### src/rtl/interleaver_sweep_gen_pkg.sv
// Shared types and size derivations for the interleaver sweep generator.
// All widths are derived from p (neurons), fo (fan-out) and z (lanes).
package interleaver_pkg;

    typedef enum logic [1:0] {
        IDLE = 2'd0,
        LOAD = 2'd1,
        RUN  = 2'd2
    } state_e;

    function automatic int calcLpz(input int p, input int z);
        return (p == z) ? 1 : $clog2(p / z);
    endfunction

    function automatic int calcNcyc(input int p, input int fo, input int z);
        return (p * fo) / z;
    endfunction

    function automatic int calcCw(input int p, input int fo, input int z);
        int n;
        n = calcNcyc(p, fo, z);
        return (n <= 2) ? 1 : $clog2(n);
    endfunction

    function automatic int calcAw(input int p);
        return (p <= 2) ? 1 : $clog2(p);
    endfunction

endpackage

### src/rtl/interleaver_sweep_gen_if.sv
// Load, control and output-stream signals of the interleaver sweep generator.
// The slave modport is the generator itself; the master side drives it.
interface interleaver_sweep_gen_if #(
    parameter int p  = 32,
    parameter int fo = 2,
    parameter int z  = 8
);
    import interleaver_pkg::*;

    localparam int LPZ = calcLpz(p, z);
    localparam int CW  = calcCw(p, fo, z);
    localparam int AW  = calcAw(p);

    logic                   ld_valid;
    logic [LPZ-1:0]         ld_data;
    logic                   ld_ready;
    logic                   start;
    logic                   perm_en;
    logic                   out_valid;
    logic                   out_ready;
    logic [CW-1:0]          out_cycle;
    logic [z-1:0][AW-1:0]   memory_index;
    logic                   loaded;
    logic                   busy;
    logic                   done;

    modport slave (
        input  ld_valid, ld_data, start, perm_en, out_ready,
        output ld_ready, out_valid, out_cycle, memory_index, loaded, busy, done
    );

    modport master (
        output ld_valid, ld_data, start, perm_en, out_ready,
        input  ld_ready, out_valid, out_cycle, memory_index, loaded, busy, done
    );

endinterface

### src/rtl/interleaver_sweep_gen_lane_map.sv
// One lane of the address mapping: rotates the lane's sweepstart chunk by the
// cycle's position within its sweep, or passes a linear address through.
module interleaver_lane_map
    import interleaver_pkg::*;
#(
    parameter int p    = 32,
    parameter int fo   = 2,
    parameter int z    = 8,
    parameter int LANE = 0
) (
    input  logic [calcCw(p, fo, z)-1:0] cycle_i,
    input  logic [calcLpz(p, z)-1:0]    ss_i,
    input  logic                        permEn_i,
    output logic [calcAw(p)-1:0]        memIdx_o
);
    localparam int LPZ = calcLpz(p, z);
    localparam int AW  = calcAw(p);

    // Rotation wraps naturally modulo p/z in LPZ bits.
    logic [LPZ-1:0] rot;
    assign rot = ss_i + cycle_i[LPZ-1:0];

    always_comb begin
        memIdx_o = '0;
        if (p == z) begin
            memIdx_o = AW'(LANE);
        end else if (permEn_i) begin
            memIdx_o = AW'(int'(rot) * z + LANE);
        end else begin
            memIdx_o = AW'(int'(cycle_i) * z + LANE);
        end
    end

endmodule

### src/rtl/interleaver_sweep_gen.sv
// Loads a sweepstart table in chunks, then streams one junction of per-lane
// activation-memory addresses with a valid/ready handshake.
module interleaver_sweep_gen
    import interleaver_pkg::*;
#(
    parameter int p  = 32,
    parameter int fo = 2,
    parameter int z  = 8
) (
    input logic                    clk,
    input logic                    reset,
    interleaver_sweep_gen_if.slave bus
);
    localparam int LPZ  = calcLpz(p, z);
    localparam int NCH  = fo * z;
    localparam int NCYC = calcNcyc(p, fo, z);
    localparam int CW   = calcCw(p, fo, z);
    localparam int AW   = calcAw(p);
    localparam int CNTW = (NCH <= 2) ? 1 : $clog2(NCH);

    state_e               state_q;
    logic [CNTW-1:0]      ldCnt_q;
    logic [LPZ-1:0]       ss_q [NCH];
    logic                 loaded_q;
    logic                 outValid_q;
    logic                 done_q;
    logic                 busy_q;
    logic                 permEn_q;
    logic                 permEn_d;
    logic [CW-1:0]        outCycle_q;
    logic [CW-1:0]        outCycle_d;
    logic [z-1:0][AW-1:0] memIdx_q;
    logic [z-1:0][AW-1:0] laneIdx;
    logic [LPZ-1:0]       ssSel [z];

    logic            startAcc;
    logic            ldAcc;
    logic            hs;
    logic            lastHs;
    logic            advance;
    logic            lastChunk;
    logic [CNTW-1:0] ldIdx;

    // Start takes priority over a chunk offered in the same IDLE cycle.
    assign startAcc  = (state_q == IDLE) && bus.start && loaded_q;
    assign ldAcc     = bus.ld_valid && (state_q != RUN) && !startAcc;
    assign ldIdx     = (state_q == LOAD) ? ldCnt_q : '0;
    assign lastChunk = (ldIdx == CNTW'(NCH - 1));
    assign hs        = outValid_q && bus.out_ready;
    assign lastHs    = hs && (outCycle_q == CW'(NCYC - 1));
    assign advance   = startAcc || (hs && !lastHs);
    assign permEn_d  = startAcc ? bus.perm_en : permEn_q;

    always_comb begin
        outCycle_d = outCycle_q;
        if (startAcc) begin
            outCycle_d = '0;
        end else if (hs && !lastHs) begin
            outCycle_d = outCycle_q + 1'b1;
        end
    end

    // Addresses are computed for the upcoming cycle so they can be registered.
    for (genvar j = 0; j < z; j++) begin : gLane
        assign ssSel[j] = ss_q[CNTW'((int'(outCycle_d) >> LPZ) * z + j)];

        interleaver_lane_map #(
            .p   (p),
            .fo  (fo),
            .z   (z),
            .LANE(j)
        ) uMap (
            .cycle_i (outCycle_d),
            .ss_i    (ssSel[j]),
            .permEn_i(permEn_d),
            .memIdx_o(laneIdx[j])
        );
    end

    always_ff @(posedge clk) begin
        if (reset) begin
            state_q    <= IDLE;
            ldCnt_q    <= '0;
            loaded_q   <= 1'b0;
            outValid_q <= 1'b0;
            done_q     <= 1'b0;
            busy_q     <= 1'b0;
            permEn_q   <= 1'b0;
            outCycle_q <= '0;
            memIdx_q   <= '0;
            for (int k = 0; k < NCH; k++) begin
                ss_q[k] <= '0;
            end
        end else begin
            done_q     <= lastHs;
            outCycle_q <= outCycle_d;
            permEn_q   <= permEn_d;
            if (advance) begin
                memIdx_q <= laneIdx;
            end
            if (startAcc) begin
                state_q    <= RUN;
                outValid_q <= 1'b1;
                busy_q     <= 1'b1;
            end else if (ldAcc) begin
                ss_q[ldIdx] <= bus.ld_data;
                if (lastChunk) begin
                    state_q  <= IDLE;
                    ldCnt_q  <= '0;
                    loaded_q <= 1'b1;
                    busy_q   <= 1'b0;
                end else begin
                    state_q  <= LOAD;
                    ldCnt_q  <= ldIdx + 1'b1;
                    loaded_q <= 1'b0;
                    busy_q   <= 1'b1;
                end
            end else if (lastHs) begin
                state_q    <= IDLE;
                outValid_q <= 1'b0;
                busy_q     <= 1'b0;
            end
        end
    end

    assign bus.ld_ready     = (state_q != RUN);
    assign bus.out_valid    = outValid_q;
    assign bus.out_cycle    = outCycle_q;
    assign bus.memory_index = memIdx_q;
    assign bus.loaded       = loaded_q;
    assign bus.busy         = busy_q;
    assign bus.done         = done_q;

endmodule

### src/flat_wrapper.sv
// flat-port wrapper written by rule: the top's interface ports become plain ports
module interleaver_sweep_gen_flat import interleaver_pkg::*;
#(
    parameter int p  = 32,
    parameter int fo = 2,
    parameter int z  = 8
)
  (clk, reset, bus_ld_valid, bus_ld_data, bus_start, bus_perm_en, bus_out_ready, bus_ld_ready, bus_out_valid, bus_out_cycle, bus_memory_index, bus_loaded, bus_busy, bus_done);
  interleaver_sweep_gen_if #(.p(p), .fo(fo), .z(z)) bus_i ();
  input logic clk;
  input logic reset;
  input wire logic [$bits(bus_i.ld_valid)-1:0] bus_ld_valid;
  input wire logic [$bits(bus_i.ld_data)-1:0] bus_ld_data;
  input wire logic [$bits(bus_i.start)-1:0] bus_start;
  input wire logic [$bits(bus_i.perm_en)-1:0] bus_perm_en;
  input wire logic [$bits(bus_i.out_ready)-1:0] bus_out_ready;
  output wire logic [$bits(bus_i.ld_ready)-1:0] bus_ld_ready;
  output wire logic [$bits(bus_i.out_valid)-1:0] bus_out_valid;
  output wire logic [$bits(bus_i.out_cycle)-1:0] bus_out_cycle;
  output wire logic [$bits(bus_i.memory_index)-1:0] bus_memory_index;
  output wire logic [$bits(bus_i.loaded)-1:0] bus_loaded;
  output wire logic [$bits(bus_i.busy)-1:0] bus_busy;
  output wire logic [$bits(bus_i.done)-1:0] bus_done;
  assign bus_i.ld_valid = bus_ld_valid;
  assign bus_i.ld_data = bus_ld_data;
  assign bus_i.start = bus_start;
  assign bus_i.perm_en = bus_perm_en;
  assign bus_i.out_ready = bus_out_ready;
  assign bus_ld_ready = bus_i.ld_ready;
  assign bus_out_valid = bus_i.out_valid;
  assign bus_out_cycle = bus_i.out_cycle;
  assign bus_memory_index = bus_i.memory_index;
  assign bus_loaded = bus_i.loaded;
  assign bus_busy = bus_i.busy;
  assign bus_done = bus_i.done;
  interleaver_sweep_gen #(.p(p), .fo(fo), .z(z)) u_core (.clk(clk), .reset(reset), .bus(bus_i));
endmodule
### config.mk
export PLATFORM = sky130hd
export DESIGN_NAME = interleaver_sweep_gen_flat
export DESIGN_NICKNAME = d
export VERILOG_FILES = /design/src/rtl/interleaver_sweep_gen_pkg.sv /design/src/rtl/interleaver_sweep_gen_if.sv /design/src/rtl/interleaver_sweep_gen_lane_map.sv /design/src/rtl/interleaver_sweep_gen.sv /design/src/flat_wrapper.sv
export SDC_FILE = /design/constraint.sdc
export NUM_CORES = 1
export LEC_CHECK = 0
export ABC_AREA = 1
export BUFFER_PORTS_ARGS = -buffer_cell sky130_fd_sc_hd__buf_2
export CAP_MARGIN = 40
export CORE_MARGIN = 2
export CORE_UTILIZATION = 40
export CTS_BUF_LIST = sky130_fd_sc_hd__clkbuf_8 sky130_fd_sc_hd__clkbuf_16
export DETAILED_ROUTE_END_ITERATION = 6
export PLACE_DENSITY = 0.62
export SLEW_MARGIN = 0
export SYNTH_ARGS = -nofsm -noshare
export SYNTH_HDL_FRONTEND = slang
export SYNTH_SLANG_ARGS = --single-unit
export TNS_END_PERCENT = 30
### constraint.sdc
create_clock -name clk -period 5.3 [get_ports clk]
set_input_delay 0.53 -clock clk [delete_from_list [all_inputs] [get_ports clk]]
set_output_delay 0.53 -clock clk [all_outputs]
set_load 0.01 [all_outputs]
## Word-level counts from Yosys, hierarchy flattened

Memory sizes are Yosys's and may differ from the RTL's.
Cells that the tools add are included.

- Memories kept: 1
- Input bits: 8
- Register bits after elaboration: 54
- RAM bits: 32
- Output and inout port bits: 48
- Word-level logic and storage cells: 106

Memory list:

| memory | depth | bits a word | rd ports | clocked after Yosys merged registers in | write ports | RTL line | RTL |
|---|---|---|---|---|---|---|---|
| u_core.ss_q | 16 | 2 | 8 | 0 | 16 | interleaver_sweep_gen.sv:23 | `logic [LPZ-1:0] ss_q [NCH];` |

- Multiplexer cells: 33
- Bitwise logic cells: 1
- Equality and inequality tests: 5
- Reduce and logical (&&, ||, !) cells: 18
- Add/subtract/negate cells: 31

Operator list:

| operator | number |
|---|---|
| 5-bit by 3-bit adder with 5-bit output (second input constant) | 8 |
| 5-bit 2-to-1 mux | 8 |
| 5-bit by 2-bit adder with 5-bit output (second input constant) | 4 |
| 2-bit adder | 8 |
| 4-bit by 3-bit adder with 4-bit output (second input constant) | 4 |
| 1-bit 2-to-1 mux | 16 |
| 4-bit 2-to-1 mux | 3 |
| 5-bit by 1-bit adder with 5-bit output (second input constant) | 2 |
| 4-bit by 1-bit adder with 4-bit output (second input constant) | 2 |
| 4-bit by 2-bit adder with 4-bit output (second input constant) | 2 |
| 2-bit 2-to-1 mux | 4 |
| 1-bit logical AND | 7 |
| 3-bit 2-to-1 mux | 2 |
| 4-bit == test (second input constant) | 1 |
| 2-bit AND reduction | 2 |
| 2-bit nonzero test | 2 |
| 2-bit OR reduction | 2 |
| 3-bit by 1-bit adder with 3-bit output (second input constant) | 1 |
| 3-bit == test (second input constant) | 1 |
| 3-bit nonzero test | 1 |
| 2-bit by 1-bit == test with 1-bit output (second input constant) | 1 |
| 1-bit zero test | 2 |
| 2-bit zero test | 1 |
| 2-bit by 1-bit inequality test with 1-bit output (second input constant) | 1 |
| 3 further kinds | 3 |

## Logic depth before layout (Yosys ltp)

Gate-level depths: netlist (run 1).

- Depth in word-level cells: 11
- Depth in mapped cells: 18
- Mapped depth without buffers: 17

## By module

From an unflattened synthesis (run 1), not the netlist that was laid out.

- Cell total of the unflattened synthesis: 575
- Area total of the unflattened synthesis: 4394.2 µm²

By module, submodules not included:

| module | cells each | instances | area an instance (µm²) |
|---|---|---|---|
| interleaver_sweep_gen | 433 | 1 | 3601.0 |
| interleaver_lane_map (u_core.gLane[1].uMap ...) | 18 | 6 | 100.1 |
| interleaver_lane_map (u_core.gLane[0].uMap ...) | 17 | 2 | 96.3 |

## Worst setup path after synthesis (run 1)

Ideal clock, no wire load.

- Path kind: register to register
- From: register u_core.outCycle_q[0], in the netlist u_core.bus.out_cycle[0]
- To: register u_core.memIdx_q (netlist bit u_core.bus.memory_index[14])
- Path buffers: 1
- Cell stages (with the launch flop): 19
- Required time: 5191 ps
- Arrival time: 2133 ps
- Setup slack: 3058 ps
- Path through: dfxtp_1 > ha_1 > ha_1 > inv_1 > nand3_2 > nand2_1 > nand3_2 > buf_2 > inv_1 > nand2_1 > nand2_1 > ha_1 > inv_1 > nand3_1 > nand3_1 > nand2_1 > nand3_1 > nand2_1 > inv_1

- Word-level cells in the longest chain between the ends: 11
- Elaborated cells between the ends (all ways): 14

RTL lines:

| what | RTL line | RTL |
|---|---|---|
| from (decl) | interleaver_sweep_gen.sv:30 | `logic [CW-1:0] outCycle_q;` |
| from (signal assigned) | interleaver_sweep_gen.sv:96 | `outCycle_q <= outCycle_d;` |
| parallel branches: the longest is 11 deep, another holds 5-bit by 2-bit adder with 5-bit output | - |  |
| to (signal assigned) | interleaver_sweep_gen.sv:99 | `memIdx_q <= laneIdx;` |
| to (decl) | interleaver_sweep_gen.sv:32 | `logic [z-1:0][AW-1:0] memIdx_q;` |

Parallel ways; which one is timed is not known.
A chain may end at the register's enable or synchronous reset.

## Final worst setup path (run 1)

- From: register u_core.outCycle_q[0], in the netlist u_core.bus.out_cycle[0]
- To: register u_core.memIdx_q (netlist bit u_core.bus.memory_index[24])

- Word-level cells in the longest chain between the ends: 11
- Elaborated cells between the ends (all ways): 14

RTL lines:

| what |
|---|
| parallel branches: the longest is 11 deep, another holds 5-bit by 3-bit adder with 5-bit output |

Parallel ways; which one is timed is not known.

==> metrics, run 1 <==
status=complete, no violations; Fillers=approximately 840; Via Count=2694; worst-path maximum fanout=18; vias in the first global route=2520; Synth Cell Area=around 3500 um^2; Post-DRT Antenna Nets=0; drt total wl=6.72 mm; dpl ws=between 2 and 3 ns; gr usage total=0.151; Final Hold Viols=0; FMAX=401 MHz; buffer count from post-CTS setup fixing=0; Antenna Diode Count=0; Synth Register Bits=63; Least-Margin Pin Slew=about 0.57 ns; hold_sp=u_core.ldCnt_q[1]; 1st-iter DRT viols=about 110; # clock sinks=between 60 and 70; antenna violations before repair=0; crit path kind=reg2reg; pwr/cell area=~280 nW/um^2; YS warnings=0; top post-synthesis cells by area=edfxtp_1, dfxtp_1, nand2_1, buf_4, nor2_1; initial core utilization=0.406; Seq/Total Area, Yosys=0.455; number of flops mapped to enable cells by yosys=32; die area=9450 um^2; gr ovfl total=0; chip width=a little under 100 um; CTS buffer count=9; PortBufs=between 40 and 50; fin crit share=0.470; latest clock arrival within the worst-skew pair=about 0.34 ns; hold endpoint=u_core.ldCnt_q[1]; CP Data Arrival Time=2.73 ns; DIE HEIGHT=97.2 um; worst endpoint required time=5.54 ns; Final Setup Violations=0; post-cts hold buffer count=0; Synth area leader=edfxtp_1; r2r setup slk=around 2.8 ns; FF-to-FF Start=u_core.bus.out_cycle[0]; Tmin final=~2.5 ns; root buffer cell=clkbuf_8; IR drop worst, VDD=around 0.13 mV; share of layout cells above drive strength 1=0.168; Total Power=about 1100 uW; asr flop ratio synth=0; DR pass1 iterations=4; routed len/inst=about 12 um; worst reg2reg path endpoint=u_core.bus.memory_index[24]; share of the synthesized area in the top cell type=0.277; final net count=486; HPWL after DPL=~5 mm; first-pass GRT wire length=approximately 12 mm; Worst R2R Path Depth=17; Pins Over Slew Limit=0; P&R area growth vs syn=10.5%; Core Util, Final=0.449; DR vias/cell=around 4.7; Hold WC Path Type=reg2reg; Post-Syn Area per Cell=approximately 8.0 um^2; RSZ-0062 raised after global routing=false; crit path capture type=flop; clock-pin slew on the worst setup and hold paths=approximately 0.070 ns; count of cell types in the netlist=29; FP Rows=34; Residual DRC=0; routability congestion estimate=a little under 0.8; DP Cell Count=561; Setup Skew=around 0.0087 ns; Hold Crit Depth=2; Post-CTS Resized=0; TNS Setup=0 ns; CTS H-tree depth=3; Rel. slew slack=0.621; TritonCTS clock tree=yes; largest net degree at the start of global routing=34; Ports=56; Lkg Pwr=between 0.0015 and 0.002 uW; core area=8550 um^2; clk buf depth=2; slack of the critical path=around 2.8 ns; Worst Setup Start Kind=flop; Max-cap violations=0; final non-filler cell total=between 500 and 600; Post-synth top flop=edfxtp_1; cell count after synthesis=435
## metrics by stage
stage | cell area [um^2] | hold WS, ns
5_1_grt | 3840 | 0.523
3_3_place_gp | 3620 | 0.489
3_5_place_dp | 3650 | 0.493
2_1_floorplan | 3520 | 0.468
6_report | 3840 | 0.504
4_1_cts | 3840 | 0.502
## layout by cell type (no fill, tap or decap), types with 8 or more instances in the layout
master    netlist  final
nand3_1        33     33
inv_1          46     48
a31oi_1         8      8
nor2_1         47     47
clkbuf_8        0     10
edfxtp_1       32     32
dfxtp_1        31     31
conb_1          1     12
o21ai_0        21     21
nand2_1       124    124
buf_2           3     43
nand4_1         9      9
ha_1           14     14
## layer usage
metal	global-route usage	part of all wire	routed length [um]	vias up
met5	0	0	0	-
met4	0.0769	0.025	167	0
met3	0.0317	0.051	344	13
met2	0.236	0.44	2980	60
met1	0.198	0.48	3230	1191
li1	-	-	-	1430
## state kept, by name (all words and copies together), names as in the netlist
signal                   flops
u_core.bus.busy              1
u_core.bus.memory_index     17
u_core.bus.out_valid         1
u_core.permEn_q              1
u_core.bus.out_cycle         3
u_core.ss_q                 32
u_core.bus.loaded            1
u_core.ldCnt_q               4
u_core.bus.done              1
u_core.state_q               2
## kinds of logic (layout without fill, tap and decap cells)
group | count (synthesis) | in the layout | synth area share
xor+xnor | 2 | 2 | 0.00504
buf+inv | 85 | 108 | 0.123
other cells | 1 | 12 | 0.00108
simple gates | 231 | 231 | 0.301
compound gates | 39 | 39 | 0.0645
flops | 63 | 63 | 0.455
fa+ha+maj | 14 | 14 | 0.0504
## cell usage after synthesis, types with 2 or more instances
| cell | instances |
|---|---|
| inv_1 | 46 |
| nor2_1 | 47 |
| nand2_2 | 2 |
| clkbuf_1 | 8 |
| nand3_2 | 2 |
| nand2_1 | 124 |
| buf_4 | 24 |
| nor2_4 | 7 |
| inv_2 | 2 |
| dfxtp_1 | 31 |
| nand4_1 | 9 |
| a21oi_1 | 7 |
| buf_6 | 2 |
| nand3_1 | 33 |
| o21ai_0 | 21 |
| xor2_1 | 2 |
| nand3_4 | 2 |
| edfxtp_1 | 32 |
| ha_1 | 14 |
| a31oi_1 | 8 |
| nor2_2 | 2 |
| buf_2 | 3 |
## area by class of cell
cell class	count	area, um^2	share of cell area
clock buffers	10	138	0.0359
clock inverters	6	55.1	0.0143
well taps	108	135	0.0352
flip-flops and latches	63	1580	0.412
multi-input cells	298	1510	0.392
inverters	48	180	0.0469
repair buffers	44	243	0.0632
## power by group
part           internal, uW  leakage, uW  switching (uW)  total, uW
combinational          40.7      0.00116            83.1        124
sequential              533     0.000582            11.1        544
clock                   225     0.000105             189        414
## how the worst max path moves through the flow
stage	start	to	slack, ns	cells past startpoint
global placement	u_core.bus.out_cycle[0]	u_core.bus.memory_index[24]	2.90	17
detailed placement	u_core.bus.out_cycle[0]	u_core.bus.memory_index[24]	2.80	17
CTS	u_core.bus.out_cycle[0]	u_core.bus.memory_index[24]	2.78	17
global route	u_core.bus.out_cycle[0]	u_core.bus.memory_index[19]	2.46	17
finish	u_core.bus.out_cycle[0]	u_core.bus.memory_index[24]	2.81	17
floorplan	u_core.bus.out_cycle[0]	u_core.bus.memory_index[14]	3.06	18
## worst max-delay path, stage by stage, from the launching register on
cell and delay (ns):
dfxtp_1 0.33, ha_1 0.21, ha_1 0.20, inv_1 0.10
nand3_2 0.10, nand2_1 0.09, nand3_2 0.27, inv_1 0.30
nand2_1 0.08, nand2_1 0.07, ha_1 0.16, inv_1 0.04
nand3_1 0.09, nand3_1 0.08, nand2_1 0.06, nand3_1 0.07
nand2_1 0.08, inv_1 0.03
No activity file was read; power rests on OpenSTA's default activity.
==> run 2, diff against run 1 <==
- clock period: 5.3 -> 2.3 ns (I/O delays scaled with it)
==> metrics, run 2 (same netlist as run 1, synthesis figures left out) <==
gr ovfl total=0; worst endpoint required time=around 2.6 ns; Largest Register=u_core.ss_q; IR drop worst, VDD=~0.31 mV; 1st-iter DRT viols=126; FF+latch area=around 1600 um^2; Worst Setup Start Kind=flop; M1 WL=around 3.3 mm; core area=~8600 um^2; Post-DRT Antenna Nets=0; share of layout cells above drive strength 1=0.204; max FFs per register=32; Least-Margin Pin Slew=roughly 0.55 ns; crit path capture type=flop; vias in the first global route=2613; area occupied by multi-input gates=approximately 1600 um^2; Buf/Inv on CP=4; Lkg Pwr=approximately 0.0019 uW; Max-cap violations=0; Via Count=between 2000 and 3000; DR pass1 iterations=5; worst-path maximum fanout=8; slowest CP cell=dfxtp_2; HPWL after DPL=a little under 5 mm; Largest stage delay, worst path=about 0.33 ns; CP Data Arrival Time=2.39 ns; final net count=slightly below 500; FF-to-FF Start=u_core.bus.out_cycle[0]; Max Used Layer=met4; first-pass GRT wire length=approximately 12 mm; RSZ-0062 raised after global routing=false; pwr/cell area=about 640 nW/um^2; Residual DRC=0; most common cell after layout, fill and taps aside=nand2_1; status=complete, no violations; initial core utilization=0.406; Fillers=between 800 and 900; Ports=56; CTS buffer count=9; latest clock arrival within the worst-skew pair=~0.35 ns; drt total wl=7.16 mm; gr usage total=0.154; die area=between 9000 and 10000 um^2; DIE HEIGHT=97.2 um; DP Cell Count=562; met2 wire len=about 3.3 mm; Hold WC Path Type=in2reg; crit path kind=reg2reg; TNS Setup=0 ns; Antenna Diode Count=0; Final Setup Violations=0; post-cts hold buffer count=0; final non-filler cell total=between 500 and 600; # clock sinks=63; CTS H-tree depth=3; root buffer cell=clkbuf_8; FP Rows=34; chip width=just under 100 um; clock-pin slew on the worst setup and hold paths=0.08 ns; r2r setup slk=~0.16 ns; CP top delay family=simple AND/OR/NAND/NOR gates; Tmin final=2.14 ns; most frequent cells in the layout=nand2_1, nor2_1, inv_1, buf_2; routed len/inst=12.3 um; worst-path cell chain=ha_2 -> ha_4 -> inv_2 -> nand3_4 -> nand2_2 -> nand3_4 -> buf_8 -> nand2_1 -> nand2_1 -> ha_1 -> inv_1 -> nand3_1 -> nand4_1 -> nand3_1 -> nand2_1 -> inv_1; antenna violations before repair=0; DR vias/cell=4.74; CP most frequent cell=nand2_1; FMAX=approximately 470 MHz; fin crit share=0.930; P&R area growth vs syn=13.5%; PortBufs=43; hold_sp=reset; CP startpoint=u_core.bus.out_cycle[0]; TritonCTS clock tree=yes; Routed met3 length=between 300 and 400 um; Rel. slew slack=0.630; Final Hold Viols=0; largest net degree at the start of global routing=39; clk buf depth=2; routability congestion estimate=roughly 0.84; Pins Over Slew Limit=0; Setup Skew=roughly 0.0074 ns
[run 2: changes by cell type in the layout (fill, tap and decap cells not counted), sizes merged]
cell and delta:
clkinv +1, buf +5
[run 2: timing repair]
action	4_1_cts	5_1_grt
resized for setup	0	17
setup buffers	0	4
endpoints found under the setup margin	0	8
[run 2: path summary, 6_finish.rpt]
kind         cells after the start                           to
max                             16  u_core.bus.memory_index[14]
min                              2            u_core.ldCnt_q[3]
max reg2reg                     16  u_core.bus.memory_index[14]
min reg2reg                      2            u_core.ldCnt_q[0]
[run 2: metrics by stage]
stage / hold slack [ns] / total power (uW) / util / cell area [um^2] / setup slack, ns
3_3_place_gp: 0.487 / 1560 / 0.425 / 3630 / 0.169
4_1_cts: 0.214 / 2530 / 0.448 / 3830 / 0.0376
6_report: 0.223 / 2530 / 0.461 / 3940 / 0.160
5_1_grt: 0.216 / 2630 / 0.461 / 3940 / 0.0101
3_5_place_dp: 0.496 / 1560 / 0.425 / 3630 / 0.0731
2_1_floorplan: 0.424 / 1510 / - / 3520 / 0.0578
[run 2: cell type report]
class                      count  area share
sequential                    63       0.401
multi-input combinational    298       0.394
timing repair buffer          50      0.0743
inverter                      48      0.0463
tap                          108      0.0343
clock buffer                   9      0.0314
clock inverter                 7      0.0181
[run 2: per-layer routing]
metal / vias up / GRT usage
li1: 1440 / -
met3: 12 / 0.0302
met2: 67 / 0.244
met4: 0 / 0.0791
met5: - / 0
met1: 1247 / 0.200
[run 2: report_power, final]
part | leakage [uW] | switching (uW) | internal, uW
logic | 0.00119 | 198 | 101
clock network | 0.0000999 | 471 | 502
registers | 0.000583 | 26.1 | 1230
total | 0.00187 | 695 | 1830
